**src/rtl/regfile_write_arbiter_if.sv**
```systemverilog
// Bus bundle between the pipeline/multi-cycle unit side (master) and the
// register-file write arbiter (slave).
//  a_*            : writeback-stage write request, a_stall back-pressure
//  b_*            : multi-cycle unit valid/ready write request
//  regWrite*      : registered register-file write port
//  pend_mask      : registers targeted by queued B entries (hazard unit)
//  fifo_count     : number of queued B entries
interface regfile_write_arbiter_if #(
    parameter int unsigned DATA_WIDTH    = 32,
    parameter int unsigned REG_NUM_WIDTH = 5,
    parameter int unsigned DEPTH         = 4
);
    localparam int unsigned CNT_W = $clog2(DEPTH) + 1;

    logic                     a_we;
    logic [REG_NUM_WIDTH-1:0] a_num;
    logic [DATA_WIDTH-1:0]    a_data;
    logic                     a_stall;

    logic                     b_valid;
    logic                     b_ready;
    logic [REG_NUM_WIDTH-1:0] b_num;
    logic [DATA_WIDTH-1:0]    b_data;

    logic                     regWriteEnable;
    logic [REG_NUM_WIDTH-1:0] regWriteNum;
    logic [DATA_WIDTH-1:0]    regWriteData;
    logic [31:0]              pend_mask;
    logic [CNT_W-1:0]         fifo_count;

    modport master (
        output a_we, a_num, a_data, b_valid, b_num, b_data,
        input  a_stall, b_ready, regWriteEnable, regWriteNum, regWriteData,
               pend_mask, fifo_count
    );

    modport slave (
        input  a_we, a_num, a_data, b_valid, b_num, b_data,
        output a_stall, b_ready, regWriteEnable, regWriteNum, regWriteData,
               pend_mask, fifo_count
    );
endinterface

```
**src/rtl/regfile_write_arbiter.sv**
```systemverilog
// Shares the single register-file write port between the in-order writeback
// stage (port A, priority) and a multi-cycle unit (port B, valid/ready).
// B results are queued in a FIFO and drained when A is idle; a starvation
// counter forces one A-stall cycle so a waiting head always drains.
//  clk   : clock, all state on posedge
//  reset : asynchronous, active-low
//  bus   : slave modport of regfile_write_arbiter_if (A/B requests, write
//          port, pend_mask, fifo_count)
module regfile_write_arbiter #(
    parameter int unsigned DATA_WIDTH    = 32,
    parameter int unsigned REG_NUM_WIDTH = 5,
    parameter int unsigned DEPTH         = 4,
    parameter int unsigned STARVE_LIMIT  = 8
) (
    input  logic                   clk,
    input  logic                   reset,
    regfile_write_arbiter_if.slave bus
);
    localparam int unsigned PTR_W = $clog2(DEPTH);
    localparam int unsigned CNT_W = $clog2(DEPTH) + 1;
    localparam int unsigned STV_W = $clog2(STARVE_LIMIT + 1);
    localparam int unsigned NREG  = 32;

    logic [REG_NUM_WIDTH-1:0] num_q  [DEPTH];
    logic [DATA_WIDTH-1:0]    data_q [DEPTH];
    logic [DEPTH-1:0]         valid_q, valid_d;
    logic [PTR_W-1:0]         wr_ptr_q, wr_ptr_d;
    logic [PTR_W-1:0]         rd_ptr_q, rd_ptr_d;
    logic [CNT_W-1:0]         count_q, count_d;
    logic [STV_W-1:0]         starve_q, starve_d;
    logic                     b_ready_q, b_ready_d;
    logic                     we_q, we_d;
    logic [REG_NUM_WIDTH-1:0] wnum_q, wnum_d;
    logic [DATA_WIDTH-1:0]    wdata_q, wdata_d;
    logic [NREG-1:0]          pend_q, pend_d;
    logic [REG_NUM_WIDTH-1:0] slot_num;

    logic nonempty_c, a_req_c, stall_c, pop_c, push_c;

    // Request decode: writes to x0 are not requests on either port.
    always_comb begin
        nonempty_c = (count_q != '0);
        a_req_c    = bus.a_we && (bus.a_num != '0);
        stall_c    = nonempty_c && (starve_q >= STV_W'(STARVE_LIMIT));
        pop_c      = nonempty_c && (stall_c || !a_req_c);
        push_c     = bus.b_valid && b_ready_q && (bus.b_num != '0);
    end

    // Next-state: FIFO bookkeeping, starvation counter, write selection.
    always_comb begin
        valid_d   = valid_q;
        wr_ptr_d  = wr_ptr_q + PTR_W'(push_c);
        rd_ptr_d  = rd_ptr_q + PTR_W'(pop_c);
        count_d   = count_q + CNT_W'(push_c) - CNT_W'(pop_c);
        // Registered ready: a full FIFO only reopens the cycle after a pop.
        b_ready_d = (count_d < CNT_W'(DEPTH));
        starve_d  = starve_q;
        we_d      = 1'b0;
        wnum_d    = wnum_q;
        wdata_d   = wdata_q;
        pend_d    = '0;
        slot_num  = '0;

        if (pop_c) valid_d[rd_ptr_q] = 1'b0;
        if (push_c) valid_d[wr_ptr_q] = 1'b1;

        if (pop_c || !nonempty_c) begin
            starve_d = '0;
        end else if (starve_q < STV_W'(STARVE_LIMIT)) begin
            starve_d = starve_q + STV_W'(1);
        end

        if (pop_c) begin
            we_d    = 1'b1;
            wnum_d  = num_q[rd_ptr_q];
            wdata_d = data_q[rd_ptr_q];
        end else if (a_req_c) begin
            we_d    = 1'b1;
            wnum_d  = bus.a_num;
            wdata_d = bus.a_data;
        end

        // Mask reflects the post-edge FIFO contents, including a slot being pushed.
        for (int unsigned i = 0; i < DEPTH; i++) begin
            slot_num = (push_c && (wr_ptr_q == PTR_W'(i))) ? bus.b_num : num_q[i];
            if (valid_d[i]) pend_d[slot_num] = 1'b1;
        end
        pend_d[0] = 1'b0;
    end

    // Control and output registers.
    always_ff @(posedge clk or negedge reset) begin
        if (!reset) begin
            valid_q   <= '0;
            wr_ptr_q  <= '0;
            rd_ptr_q  <= '0;
            count_q   <= '0;
            starve_q  <= '0;
            b_ready_q <= 1'b0;
            we_q      <= 1'b0;
            wnum_q    <= '0;
            wdata_q   <= '0;
            pend_q    <= '0;
        end else begin
            valid_q   <= valid_d;
            wr_ptr_q  <= wr_ptr_d;
            rd_ptr_q  <= rd_ptr_d;
            count_q   <= count_d;
            starve_q  <= starve_d;
            b_ready_q <= b_ready_d;
            we_q      <= we_d;
            wnum_q    <= wnum_d;
            wdata_q   <= wdata_d;
            pend_q    <= pend_d;
        end
    end

    // FIFO payload storage; validity is tracked separately so no reset needed.
    always_ff @(posedge clk) begin
        if (push_c) begin
            num_q[wr_ptr_q]  <= bus.b_num;
            data_q[wr_ptr_q] <= bus.b_data;
        end
    end

    assign bus.a_stall        = stall_c;
    assign bus.b_ready        = b_ready_q;
    assign bus.regWriteEnable = we_q;
    assign bus.regWriteNum    = wnum_q;
    assign bus.regWriteData   = wdata_q;
    assign bus.pend_mask      = pend_q;
    assign bus.fifo_count     = count_q;
endmodule

```
**src/flat_wrapper.sv**
```systemverilog
// flat-port wrapper written by rule: the top's interface ports become plain ports
module regfile_write_arbiter_flat 
#(
    parameter int unsigned DATA_WIDTH    = 32,
    parameter int unsigned REG_NUM_WIDTH = 5,
    parameter int unsigned DEPTH         = 4,
    parameter int unsigned STARVE_LIMIT  = 8
)
  (clk, reset, bus_a_we, bus_a_num, bus_a_data, bus_b_valid, bus_b_num, bus_b_data, bus_a_stall, bus_b_ready, bus_regWriteEnable, bus_regWriteNum, bus_regWriteData, bus_pend_mask, bus_fifo_count);
  regfile_write_arbiter_if #(.DATA_WIDTH(DATA_WIDTH), .REG_NUM_WIDTH(REG_NUM_WIDTH), .DEPTH(DEPTH)) bus_i ();
  input  logic clk;
  input  logic reset;
  input wire logic [$bits(bus_i.a_we)-1:0] bus_a_we;
  input wire logic [$bits(bus_i.a_num)-1:0] bus_a_num;
  input wire logic [$bits(bus_i.a_data)-1:0] bus_a_data;
  input wire logic [$bits(bus_i.b_valid)-1:0] bus_b_valid;
  input wire logic [$bits(bus_i.b_num)-1:0] bus_b_num;
  input wire logic [$bits(bus_i.b_data)-1:0] bus_b_data;
  output wire logic [$bits(bus_i.a_stall)-1:0] bus_a_stall;
  output wire logic [$bits(bus_i.b_ready)-1:0] bus_b_ready;
  output wire logic [$bits(bus_i.regWriteEnable)-1:0] bus_regWriteEnable;
  output wire logic [$bits(bus_i.regWriteNum)-1:0] bus_regWriteNum;
  output wire logic [$bits(bus_i.regWriteData)-1:0] bus_regWriteData;
  output wire logic [$bits(bus_i.pend_mask)-1:0] bus_pend_mask;
  output wire logic [$bits(bus_i.fifo_count)-1:0] bus_fifo_count;
  assign bus_i.a_we = bus_a_we;
  assign bus_i.a_num = bus_a_num;
  assign bus_i.a_data = bus_a_data;
  assign bus_i.b_valid = bus_b_valid;
  assign bus_i.b_num = bus_b_num;
  assign bus_i.b_data = bus_b_data;
  assign bus_a_stall = bus_i.a_stall;
  assign bus_b_ready = bus_i.b_ready;
  assign bus_regWriteEnable = bus_i.regWriteEnable;
  assign bus_regWriteNum = bus_i.regWriteNum;
  assign bus_regWriteData = bus_i.regWriteData;
  assign bus_pend_mask = bus_i.pend_mask;
  assign bus_fifo_count = bus_i.fifo_count;
  regfile_write_arbiter #(.DATA_WIDTH(DATA_WIDTH), .REG_NUM_WIDTH(REG_NUM_WIDTH), .DEPTH(DEPTH), .STARVE_LIMIT(STARVE_LIMIT)) u_core (.clk(clk), .reset(reset), .bus(bus_i));
endmodule
```
**config.mk**
```make
export PLATFORM = sky130hd
export DESIGN_NAME = regfile_write_arbiter_flat
export DESIGN_NICKNAME = d
export VERILOG_FILES = /design/src/rtl/regfile_write_arbiter_if.sv /design/src/rtl/regfile_write_arbiter.sv /design/src/flat_wrapper.sv
export SDC_FILE = /design/constraint.sdc
export NUM_CORES = 1
export LEC_CHECK = 0
export CORE_MARGIN = 2
export CORE_UTILIZATION = 30
export DETAILED_ROUTE_END_ITERATION = 6
export PLACE_DENSITY_LB_ADDON = 0.08
export SYNTH_ARGS = -nofsm -noshare
export SYNTH_HDL_FRONTEND = slang
export SYNTH_SLANG_ARGS = --single-unit
export TNS_END_PERCENT = 5
```
**constraint.sdc**
```tcl
create_clock -name clk -period 3.05 [get_ports clk]
set_input_delay 0.4575 -clock clk [delete_from_list [all_inputs] [get_ports clk]]
set_output_delay 0.4575 -clock clk [all_outputs]
set_load 0.005 [all_outputs]
```
# Word-level counts from Yosys, hierarchy flattened
# Memory sizes are Yosys's and may differ from the RTL's.
# Cells that the tools add are included.
[totals]
mem_bits_rw = 148
memories = 2
register_bits = 85
[memory_table]
columns = ["name", "depth", "width", "read_ports", "rd_ports_with_merged_regs", "wr", "line_no", "source"]
rows = [
  ["u_core.data_q", 4, 32, 1, 0, 1, "regfile_write_arbiter.sv:25", "logic [DATA_WIDTH-1:0] data_q [DEPTH];"],
  ["u_core.num_q", 4, 5, 5, 0, 1, "regfile_write_arbiter.sv:24", "logic [REG_NUM_WIDTH-1:0] num_q [DEPTH];"],
]
[classes]
addsub = 5
mux = 32
eq_ne = 3
n_reduce_logical = 25
order_cmp = 15
bitwise = 6
[ops]
columns = ["cell", "n"]
rows = [
  ["32-bit 2-to-1 mux", 6],
  ["32-bit bitwise OR", 3],
  ["5-bit 2-to-1 mux", 6],
  ["5-bit by 6-bit less-than comparator with 1-bit output, second input constant", 4],
  ["1-bit demux with 5-bit select", 4],
  ["5-bit by 1-bit greater-or-equal comparator with 1-bit output, second input constant", 4],
  ["4-bit 2-to-1 mux", 4],
  ["1-bit logical AND", 15],
  ["1-bit 2-to-1 mux", 10],
  ["5-bit nonzero test", 2],
  ["2-bit by 3-bit less-than comparator with 1-bit output, second input constant", 2],
  ["2-bit by 1-bit adder with 2-bit output", 2],
  ["4-bit by 1-bit adder with 4-bit output, second input constant", 1],
  ["4-bit AND", 1],
  ["1-bit demux with 2-bit select", 2],
  ["2-bit == test, second input constant", 2],
  ["2-bit by 1-bit greater-or-equal comparator with 1-bit output, second input constant", 2],
  ["4-bit greater-or-equal comparator, second input constant", 1],
  ["4-bit less-than comparator, second input constant", 1],
  ["4-bit inverter", 1],
  ["4-bit bitwise OR", 1],
  ["2-bit nonzero test", 2],
  ["3-bit by 1-bit adder with 3-bit output", 1],
  ["3-bit less-than comparator, second input constant", 1],
  ["other kinds (6)", 8],
]

# Depth between registers and ports, before layout
# Gate-level depths: netlist (run 1).
[logic_depth]
ltp_word = 16
ltp_mapped = 12
mapped_depth_nobuf = 11

# Worst setup path before layout (run 1)
# Ideal clock, no wire load.
[synth_timing]
path_kind = "reg2reg"
start = "reg u_core.count_q[1], in the netlist u_core.bus.fifo_count[1]"
end = "reg u_core.b_ready_q, in the netlist u_core.bus.b_ready"
path_slack_ns = 0.260
n_path_buf = 1
stages_incl_launch_ff = 13
arrival_time_ns = 2.669
cell_sequence = "dfrtp_1 -> nor3_1 -> o21bai_1 -> nor2_2 -> buf_2 -> ha_1 -> inv_1 -> ha_1 -> inv_1 -> fa_1 -> xnor2_1 -> xnor2_1 -> inv_1"
[synth_between]
elab_chain_cells = 6
elab_cells_between_ends = 7
[synth_rtl]
columns = ["element", "line_no", "source"]
rows = [
  ["start, declared", "regfile_write_arbiter.sv:29", "logic [CNT_W-1:0] count_q, count_d;"],
  ["start signal, assigned", "regfile_write_arbiter.sv:108", "count_q <= count_d;"],
  ["branches (longest 4 deep; another with 3-bit by 1-bit adder with 3-bit output)", "n/a", ""],
  ["3-bit by 1-bit subtractor with 3-bit output (*)", "regfile_write_arbiter.sv:54", "count_d = count_q + CNT_W'(push_c) - CNT_W'(pop_c);"],
  ["net u_core.count_d[2]", "regfile_write_arbiter.sv:29", ""],
  ["3-bit less-than comparator (*)", "regfile_write_arbiter.sv:56", "b_ready_d = (count_d < CNT_W'(DEPTH));"],
  ["net u_core.b_ready_d", "regfile_write_arbiter.sv:31", "logic b_ready_q, b_ready_d;"],
  ["end signal, assigned", "regfile_write_arbiter.sv:110", "b_ready_q <= b_ready_d;"],
  ["end, declared", "regfile_write_arbiter.sv:31", ""],
]
# Mark *: on every way through the listed nets, which the timed path passes.
# A chain may end at the register's enable or synchronous reset.

# Worst setup path in the final report (run 1)
[layout_timing]
start = "reg u_core.count_q[1], in the netlist u_core.bus.fifo_count[1]"
end = "reg u_core.pend_q[9], in the netlist u_core.bus.pend_mask[9]"
[layout_between]
elab_chain_cells = 14
[layout_rtl]
columns = ["element", "line_no", "source"]
rows = [
  ["3-bit nonzero test (*)", "regfile_write_arbiter.sv:42", "nonempty_c = (count_q != '0);"],
  ["1-bit logical AND", "regfile_write_arbiter.sv:44", "stall_c = nonempty_c && (starve_q >= STV_W'(STARVE_LIMIT));"],
  ["1-bit logical OR", "regfile_write_arbiter.sv:45", "pop_c = nonempty_c && (stall_c || !a_req_c);"],
  ["1-bit logical AND (*)", "regfile_write_arbiter.sv:45", ""],
  ["4-bit 2-to-1 mux (*)", "regfile_write_arbiter.sv:64", "if (pop_c) valid_d[rd_ptr_q] = 1'b0;"],
  ["4-bit bitwise OR (no line)", "n/a", ""],
  ["4-bit 2-to-1 mux (*)", "regfile_write_arbiter.sv:65", "if (push_c) valid_d[wr_ptr_q] = 1'b1;"],
  ["32-bit 2-to-1 mux", "regfile_write_arbiter.sv:86", "if (valid_d[i]) pend_d[slot_num] = 1'b1;"],
  ["32-bit bitwise OR (no line)", "n/a", ""],
  ["32-bit 2-to-1 mux", "regfile_write_arbiter.sv:86", ""],
  ["32-bit bitwise OR (no line)", "n/a", ""],
  ["32-bit 2-to-1 mux", "regfile_write_arbiter.sv:86", ""],
  ["32-bit bitwise OR (no line)", "n/a", ""],
  ["32-bit 2-to-1 mux (*)", "regfile_write_arbiter.sv:86", ""],
  ["net u_core.pend_d[9]", "regfile_write_arbiter.sv:35", "logic [NREG-1:0] pend_q, pend_d;"],
  ["end signal, assigned", "regfile_write_arbiter.sv:114", "pend_q <= pend_d;"],
  ["end, declared", "regfile_write_arbiter.sv:35", ""],
]
# The timed path passes the listed nets; every way through them passes the cells marked *.

==> results of run 1 <==
## cells in the mapped netlist (all sizes together), types with 16 or more instances
master and number:
a21oi 48, a22oi 35, buf 19, clkbuf 20, dfrtp 85, edfxtp 148, inv 16, mux2i 33
mux4 37, nand2 23, nor2 67, o21ai 16, o221ai 31
## metal layers
metal	routed length, um	share of wire, %	track usage, %	up-vias
li1	-	-	-	3106
met1	12200	43	20.8	3369
met2	13900	49	27.8	231
met3	1490	5.3	2.98	45
met4	589	2.1	4.09	0
met5	0	0	0	-
## worst max path at each step
stage	depth (start not counted)	start	slack [ps]	endpoint
final	8	u_core.bus.fifo_count[1]$_DFF_PN0_	470	u_core.bus.pend_mask[9]$_DFF_PN0_
after global routing	12	u_core.bus.fifo_count[1]$_DFF_PN0_	250	u_core.bus.b_ready$_DFF_PN0_
after CTS	12	u_core.bus.fifo_count[1]$_DFF_PN0_	400	u_core.bus.b_ready$_DFF_PN0_
after detailed placement	9	bus_b_num[3]	8	u_core.bus.pend_mask[3]$_DFF_PN0_
after global placement	9	bus_b_num[3]	90	u_core.bus.pend_mask[7]$_DFF_PN0_
after floorplan	12	u_core.bus.fifo_count[1]$_DFF_PN0_	260	u_core.bus.b_ready$_DFF_PN0_
## flip-flops by register name (all words and copies together) (netlist names), 2 cells and up
name,count
u_core.bus.fifo_count,3
u_core.bus.pend_mask,31
u_core.bus.regWriteData,32
u_core.bus.regWriteNum,5
u_core.data_q,128
u_core.num_q,20
u_core.rd_ptr_q,2
u_core.starve_q,4
u_core.valid_q,4
u_core.wr_ptr_q,2
## layout make-up
cell class                      instances  share of cell area [%]
Multi-Input combinational cell        397                    24.3
Tap cell                              448                    4.19
Antenna cell                            1                  0.0187
Clock buffer                           36                    5.53
Inverter                               16                   0.468
Sequential cell                       233                    49.2
Clock inverter                         13                    1.60
Timing Repair Buffer                  212                    14.7
## where the power goes
group | leakage [nW] | internal (mW) | switching [mW] | total (mW)
combinational | 1.94 | 1.73 | 1.64 | 3.37
clock | 0.462 | 2.13 | 1.27 | 3.41
sequential | 2.40 | 4.07 | 0.434 | 4.50
total | 4.80 | 7.93 | 3.35 | 11.3
## worst max-delay path: cells and delay by family (launching register included)
kind                   cells  cell delay, ps
AND/OR/NAND/NOR            3             490
flip-flops                 1             440
buffers and inverters      2             320
AO/OA/AOI/OAI              3            1150
## cells by family (layout without fill, tap and decap cells)
logic type,after synthesis,count (layout),synth area share [%]
other,1,2,0.0373
multiplexers,70,70,11.6
AND/OR/NAND/NOR,159,159,8.06
flip-flops,233,233,65.4
buffers and inverters,55,277,2.40
AO/OA/AOI/OAI,155,155,11.1
adder cells (fa/ha/maj),7,7,0.946
XOR/XNOR,5,5,0.436
## stage by stage
step | hold WS [ps] | instances
3_5_place_dp | 481 | 1306
2_1_floorplan | 162 | 685
3_3_place_gp | 463 | 1306
5_1_grt | 86.8 | 1355
4_1_cts | 47.2 | 1355
6_report | 26.6 | 1356
==> metrics.md, run 1 <==
| Metric | Value |
|---|---|
| Reg-to-reg critical path startpoint | u_core.bus.fifo_count[1]$_DFF_PN0_ |
| CTS hold repair buffers | 0 |
| Setup repair after global routing missed its margin | no |
| Share of the yosys chip area belonging to registers | 65.4% |
| Overall die area | 35000 um^2 |
| Count of filler cells inserted in the layout | 3130 |
| Cell area after layout | 13400 um^2 |
| Top post-synthesis cells by area | sky130_fd_sc_hd__edfxtp_1 (44%), sky130_fd_sc_hd__dfrtp_1 (21%), sky130_fd_sc_hd__mux4_2 (8.3%) |
| Count of warnings emitted by yosys | 0 |
| Smallest setup slack after layout | 470 ps |
| Synthesis-to-layout area growth | 33.0% |
| Count of TritonRoute iterations in the first routing pass | 5 |
| Area inside the core boundary | 33300 um^2 |
| Initial Utilization | 30.2% |
| Post-CTS Setup Repair Bufs | 0 |
| Overall die width | 187 um |
| Synth Net Count | 770 |
| Crit path arrival time | 2950 ps |
| Sum of negative setup slack | 0 ps |
| Count of different cell masters after synthesis | 50 |
| Fraction of post-synthesis cell area in the top cell type by area | 44.2% |
| P_leak | 4.80 nW |
| CTS root buf | sky130_fd_sc_hd__clkbuf_16 |
| I/O Pins | 153 |
| Latest clock arrival within the worst-skew pair | 540 ps |
| Final clock period utilization by the worst path | 84.6% |
| Antenna violations before repair | 1 |
| CTS sink cnt | 233 |
| Max cap viols | 0 |
| Stage delay of the slowest cell on the critical path | 700 ps |
| Chip Height | 187 um |
| Number of resized instances in the post-cts repair step | 0 |
| Maximum number of pins on one net before global-route repair | 64 |
| Post-route DRC | 0 |
| FF-to-FF setup slack | 470 ps |
| Power per standard cell area | 844 nW/um^2 |
| Skew final | 13.3 ps |
| Multi-input gate area in the final layout | 3240 um^2 |
| Via count of the first global-routing pass | 7137 |
| Crit start category | flip-flop |
| Site Rows | 67 |
| Post-route antenna net violation count | 0 |
| Worst Max-Slew Pin Slew | 865 ps |
| Crit path capture type | flip-flop |
| Final cell utilization of the core | 40.2% |
| Fraction of final layout cells with drive strength greater than 1 | 18.1% |
| Global routing usage summed across all routing layers | 16.1% |
| TritonCTS Buffers | 27 |
| Most numerous cell on the critical path | sky130_fd_sc_hd__buf_4 |
| Number of pins exceeding their max-slew limit in the final report | 0 |
| Peak supply drop | 0.485 mV |
| Final routed wirelength across all metal layers | 28100 um |
| DR WL/cell | 20.7 um |
| Yosys reg bits | 233 |
| Worst-path clk slew | 60 ps |
| Commonest non-fill, non-tap cell in the layout | sky130_fd_sc_hd__clkdlybuf4s50_1 |
| FF/Latch Area | 6580 um^2 |
| Gate count after technology mapping | 685 |
| Number of vias per cell after detailed routing | 4.98 |
| First DRT Iteration DRCs | 513 |
| TritonCTS clock tree | done |
| Ys flop type | sky130_fd_sc_hd__edfxtp_1 |
| Count of flip-flops with a built-in enable after synthesis | 148 |
| I/O Buffers | 151 |
| Required time at the endpoint of the critical path | 3420 ps |
| Wire length of the first global-routing pass | 43400 um |
| Maximum clock rate | 0.388 GHz |
| Place WS | 8.14 ps |
| Total standard cell area after synthesis | 10000 um^2 |
| Number of hold violations in the final report | 0 |
| Cell-by-cell listing of the critical path | nor3_1 > buf_4 > o21bai_1 > nor2_4 > buf_4 > nand3_1 > a22oi_1 > o221ai_1 |
| Maximum level of the CTS H-tree | 1 |
| Total number of nets in the final design | 972 |
| Synth area leader | sky130_fd_sc_hd__edfxtp_1 |
| Leftover overflow at the end of global routing | 0 |
| Bufs on Longest Clock Path | 3 |
| Slew headroom | 42.3% |
| Logic depth of the worst register-to-register path | 8 |
| Async set-reset flop share out of synthesis | 36.5% |
| Max Fanout on Critical Path | 8 |
| Synthesized area per cell | 14.7 um^2 |
| Area after detailed placement | 12400 um^2 |
| Endpoint of the worst-slack reg-to-reg timing path | u_core.bus.pend_mask[9]$_DFF_PN0_ |
| Final Critical Period | 2580 ps |
| Power consumption | 11.3 mW |
| Leading cell types in the layout, fill and taps excluded | sky130_fd_sc_hd__clkdlybuf4s50_1 (150), sky130_fd_sc_hd__edfxtp_1 (148), sky130_fd_sc_hd__dfrtp_1 (83) |
| Via count of the routed design | 6751 |
| Routability-driven placement congestion ratio | 0.805 |
| DPL Wire Length | 19700 um |
| Run status | completed |
| Start-to-end type of the worst setup path | flip-flop to flip-flop |
| Cell type of the slowest stage on the worst timing path | sky130_fd_sc_hd__a22oi_1 |
| Path category of the worst min-delay check | primary input to asynchronous set/reset pin |
| Final-report setup violation count | 0 |
Power figures use the tool's default switching activity.
==> inputs of run 2 (changes only) <==
==> constraint.sdc (replaced) <==
create_clock -name clk -period 2.2 [get_ports clk]
set_input_delay 0.33 -clock clk [delete_from_list [all_inputs] [get_ports clk]]
set_output_delay 0.33 -clock clk [all_outputs]
set_load 0.005 [all_outputs]
==> run 2 against run 1 <==
Effect of this change: the flow now finishes with violations (setup timing); global-route usage up 0.15 points; die area unchanged; count of clock-buffer cells in the layout up 1; utilization up 1.4 points; critical endpoint is now u_core.bus.b_ready$_DFF_PN0_; largest power group unchanged; highest routed layer is now met5.
==> metrics.md, run 2 (synthesis results as in run 1) <==
| Metric | Value |
|---|---|
| Delay-heaviest family, CP | adder cells |
| Maximum clock rate | 0.452 GHz (+17%) |
| Crit path capture type | flip-flop |
| Path category of the worst min-delay check | primary input to asynchronous set/reset pin |
| Leading cell types in the layout, fill and taps excluded | sky130_fd_sc_hd__clkdlybuf4s50_1 (149), sky130_fd_sc_hd__edfxtp_1 (148), sky130_fd_sc_hd__buf_4 (89) |
| Peak supply drop | 0.658 mV (+36%) |
| Register with the most flip-flops | u_core.data_q |
| Via count of the first global-routing pass | 7380 (+3.4%) |
| Wire length of the first global-routing pass | 43900 um (+1.3%) |
| Initial Utilization | 30.2% (unchanged) |
| Post-route antenna net violation count | 0 (unchanged) |
| Area inside the core boundary | 33300 um^2 (unchanged) |
| Max reg flops | 128 (unchanged) |
| Final routed wirelength across all metal layers | 28300 um (+0.68%) |
| Power per standard cell area | 1170 nW/um^2 (+38%) |
| Chip Height | 187 um (unchanged) |
| Power consumption | 16.2 mW (+43%) |
| DR WL/cell | 20.3 um (-2.2%) |
| Run status | complete, but fails checks |
| CP Buf/Inv Count | 3 (+1) |
| Latest clock arrival within the worst-skew pair | 550 ps (about the same) |
| Worst path depth | 11 (+3) |
| Final Critical Period | 2210 ps (-366 ps) |
| Overall die area | 35000 um^2 (unchanged) |
| Logic depth of the worst register-to-register path | 11 (+3) |
| Worst Max-Slew Pin Slew | 659 ps (-207 ps) |
| Slew headroom | 55.6% (+13 points) |
| Skew final | 8.82 ps (-4.43 ps) |
| Setup repair after global routing missed its margin | yes |
| Global routing usage summed across all routing layers | 16.2% (+0.15 points) |
| Max cap viols | 0 (unchanged) |
| Bufs on Longest Clock Path | 3 (unchanged) |
| Failing checks | setup timing |
| TritonCTS Buffers | 28 (+3.7%) |
| FF-to-FF setup slack | -10 ps (-480 ps) |
| Antenna violations before repair | 1 (unchanged) |
| I/O Pins | 153 (unchanged) |
| Place WS | -467 ps (-475 ps) |
| Final clock period utilization by the worst path | 101% (+16 points) |
| I/O Buffers | 151 (unchanged) |
| Routability-driven placement congestion ratio | 0.833 (+3.4%) |
| Final-report setup violation count | 1 (+1) |
| Maximum number of pins on one net before global-route repair | 50 (-22%) |
| Max Fanout on Critical Path | 2 (-6) |
| Cell-by-cell listing of the critical path | nor3_4 > o21bai_4 > nor2_4 > ha_4 > inv_2 > ha_4 > inv_2 > fa_2 > xnor2_2 > xnor2_2 > inv_1 |
| CTS sink cnt | 233 (unchanged) |
| Fraction of final layout cells with drive strength greater than 1 | 22.9% (+4.9 points) |
| Post-route DRC | 0 (unchanged) |
| Synthesis-to-layout area growth | 37.8% |
| Stage delay of the slowest cell on the critical path | 410 ps (-290 ps) |
| Crit start category | flip-flop |
| Final cell utilization of the core | 41.6% (+1.4 points) |
| Crit path arrival time | 2650 ps (-300 ps) |
| Required time at the endpoint of the critical path | 2640 ps (-780 ps) |
| Count of TritonRoute iterations in the first routing pass | 5 (unchanged) |
| Commonest non-fill, non-tap cell in the layout | sky130_fd_sc_hd__clkdlybuf4s50_1 |
| Worst-path clk slew | 60 ps (about the same) |
| Finished Layout Cells | 1396 (+2.9%) |
| P_leak | 5.05 nW (+5.2%) |
| Leftover overflow at the end of global routing | 0 (unchanged) |
| Overall die width | 187 um (unchanged) |
| Cell type of the slowest stage on the worst timing path | sky130_fd_sc_hd__dfrtp_1 |
| Number of vias per cell after detailed routing | 4.96 (-0.32%) |
| Number of hold violations in the final report | 0 (unchanged) |
| CTS root buf | sky130_fd_sc_hd__clkbuf_16 |
| Start-to-end type of the worst setup path | flip-flop to flip-flop |
| Tightest hold margin | 264 ps (+237 ps) |
| Maximum level of the CTS H-tree | 1 (unchanged) |
| Number of pins exceeding their max-slew limit in the final report | 0 (unchanged) |
| Via count of the routed design | 6928 (+2.6%) |
| Total placed cells including tap cells | 1338 (+2.5%) |
| Smallest setup slack after layout | -13.7 ps (-484 ps) |
| TritonCTS clock tree | done |
| Site Rows | 67 (unchanged) |
| DPL Wire Length | 19900 um (+1.1%) |
| First DRT Iteration DRCs | 486 (-5.3%) |
| Total number of nets in the final design | 1009 (+3.8%) |
-- run 2: changes by cell type in the layout (fill, tap and decap cells not counted), moves of 2 or more --
cell,change
sky130_fd_sc_hd__nor4b_2,-2
sky130_fd_sc_hd__buf_6,+3
sky130_fd_sc_hd__clkinv_2,+3
sky130_fd_sc_hd__nor4b_4,+2
sky130_fd_sc_hd__buf_12,+5
sky130_fd_sc_hd__xnor2_2,+2
sky130_fd_sc_hd__ha_1,-2
sky130_fd_sc_hd__inv_1,-2
sky130_fd_sc_hd__ha_4,+2
sky130_fd_sc_hd__xnor2_1,-2
sky130_fd_sc_hd__buf_4,+27
sky130_fd_sc_hd__nor3_1,-2
-- run 2: power breakdown --
group / internal (mW) / switching (mW) / total, mW
Sequential: 5.64 / 0.512 / 6.15
Clock: 2.96 / 1.84 / 4.80
Combinational: 2.71 / 2.49 / 5.21
-- run 2: repair_timing --
| item | in CTS | in global routing |
|---|---|---|
| endpoints found under the setup margin | 20 | 32 |
| gates resized for setup | 4 | 7 |
| endpoints found under the hold margin | 28 | 0 |
| pin swaps | 7 | 3 |
| setup buffers | 1 | 2 |
| gates cloned | 0 | 0 |
| hold buffers | 1 | 0 |
-- run 2: final cells by class --
type,instances,area [um^2]
diodes,2,5.00
clock buffers,37,774
clock inverters,15,210
fillers,3103,19400
inverters,16,65.1
multi-input cells,397,3340
flip-flops and latches,233,6580
well taps,448,561
repair buffers,248,2310
-- run 2: routing by layer --
| metal | vias up | routed length [um] | global-route usage, % |
|---|---|---|---|
| li1 | 3179 | - | - |
| met1 | 3450 | 12300 | 21.7 |
| met2 | 240 | 13600 | 26.9 |
| met3 | 57 | 1670 | 3.15 |
| met4 | 2 | 704 | 4.46 |
| met5 | - | 12 | 0 |
-- run 2: path summary, 6_finish.rpt --
| path | start | to |
|---|---|---|
| worst max-delay path | u_core.bus.fifo_count[2]$_DFF_PN0_ | u_core.bus.b_ready$_DFF_PN0_ |
| worst min-delay path | reset | u_core.bus.fifo_count[0]$_DFF_PN0_ |
| worst max register to register | u_core.bus.fifo_count[2]$_DFF_PN0_ | u_core.bus.b_ready$_DFF_PN0_ |
| worst min register to register | u_core.starve_q[0]$_DFFE_PN0P_ | u_core.starve_q[0]$_DFFE_PN0P_ |
| max in group asynchronous | reset | u_core.bus.pend_mask[5]$_DFF_PN0_ |
| min in group clk | bus_a_data[25] | u_core.bus.regWriteData[25]$_DFFE_PN0P_ |
-- run 2: stage by stage --
step	setup TNS (ps)	area (um^2)
6_report	-13.7	13800
3_5_place_dp	-42070	12800
4_1_cts	-275	13800
2_1_floorplan	-3020	10100
3_3_place_gp	-37440	12800
5_1_grt	-230	13800
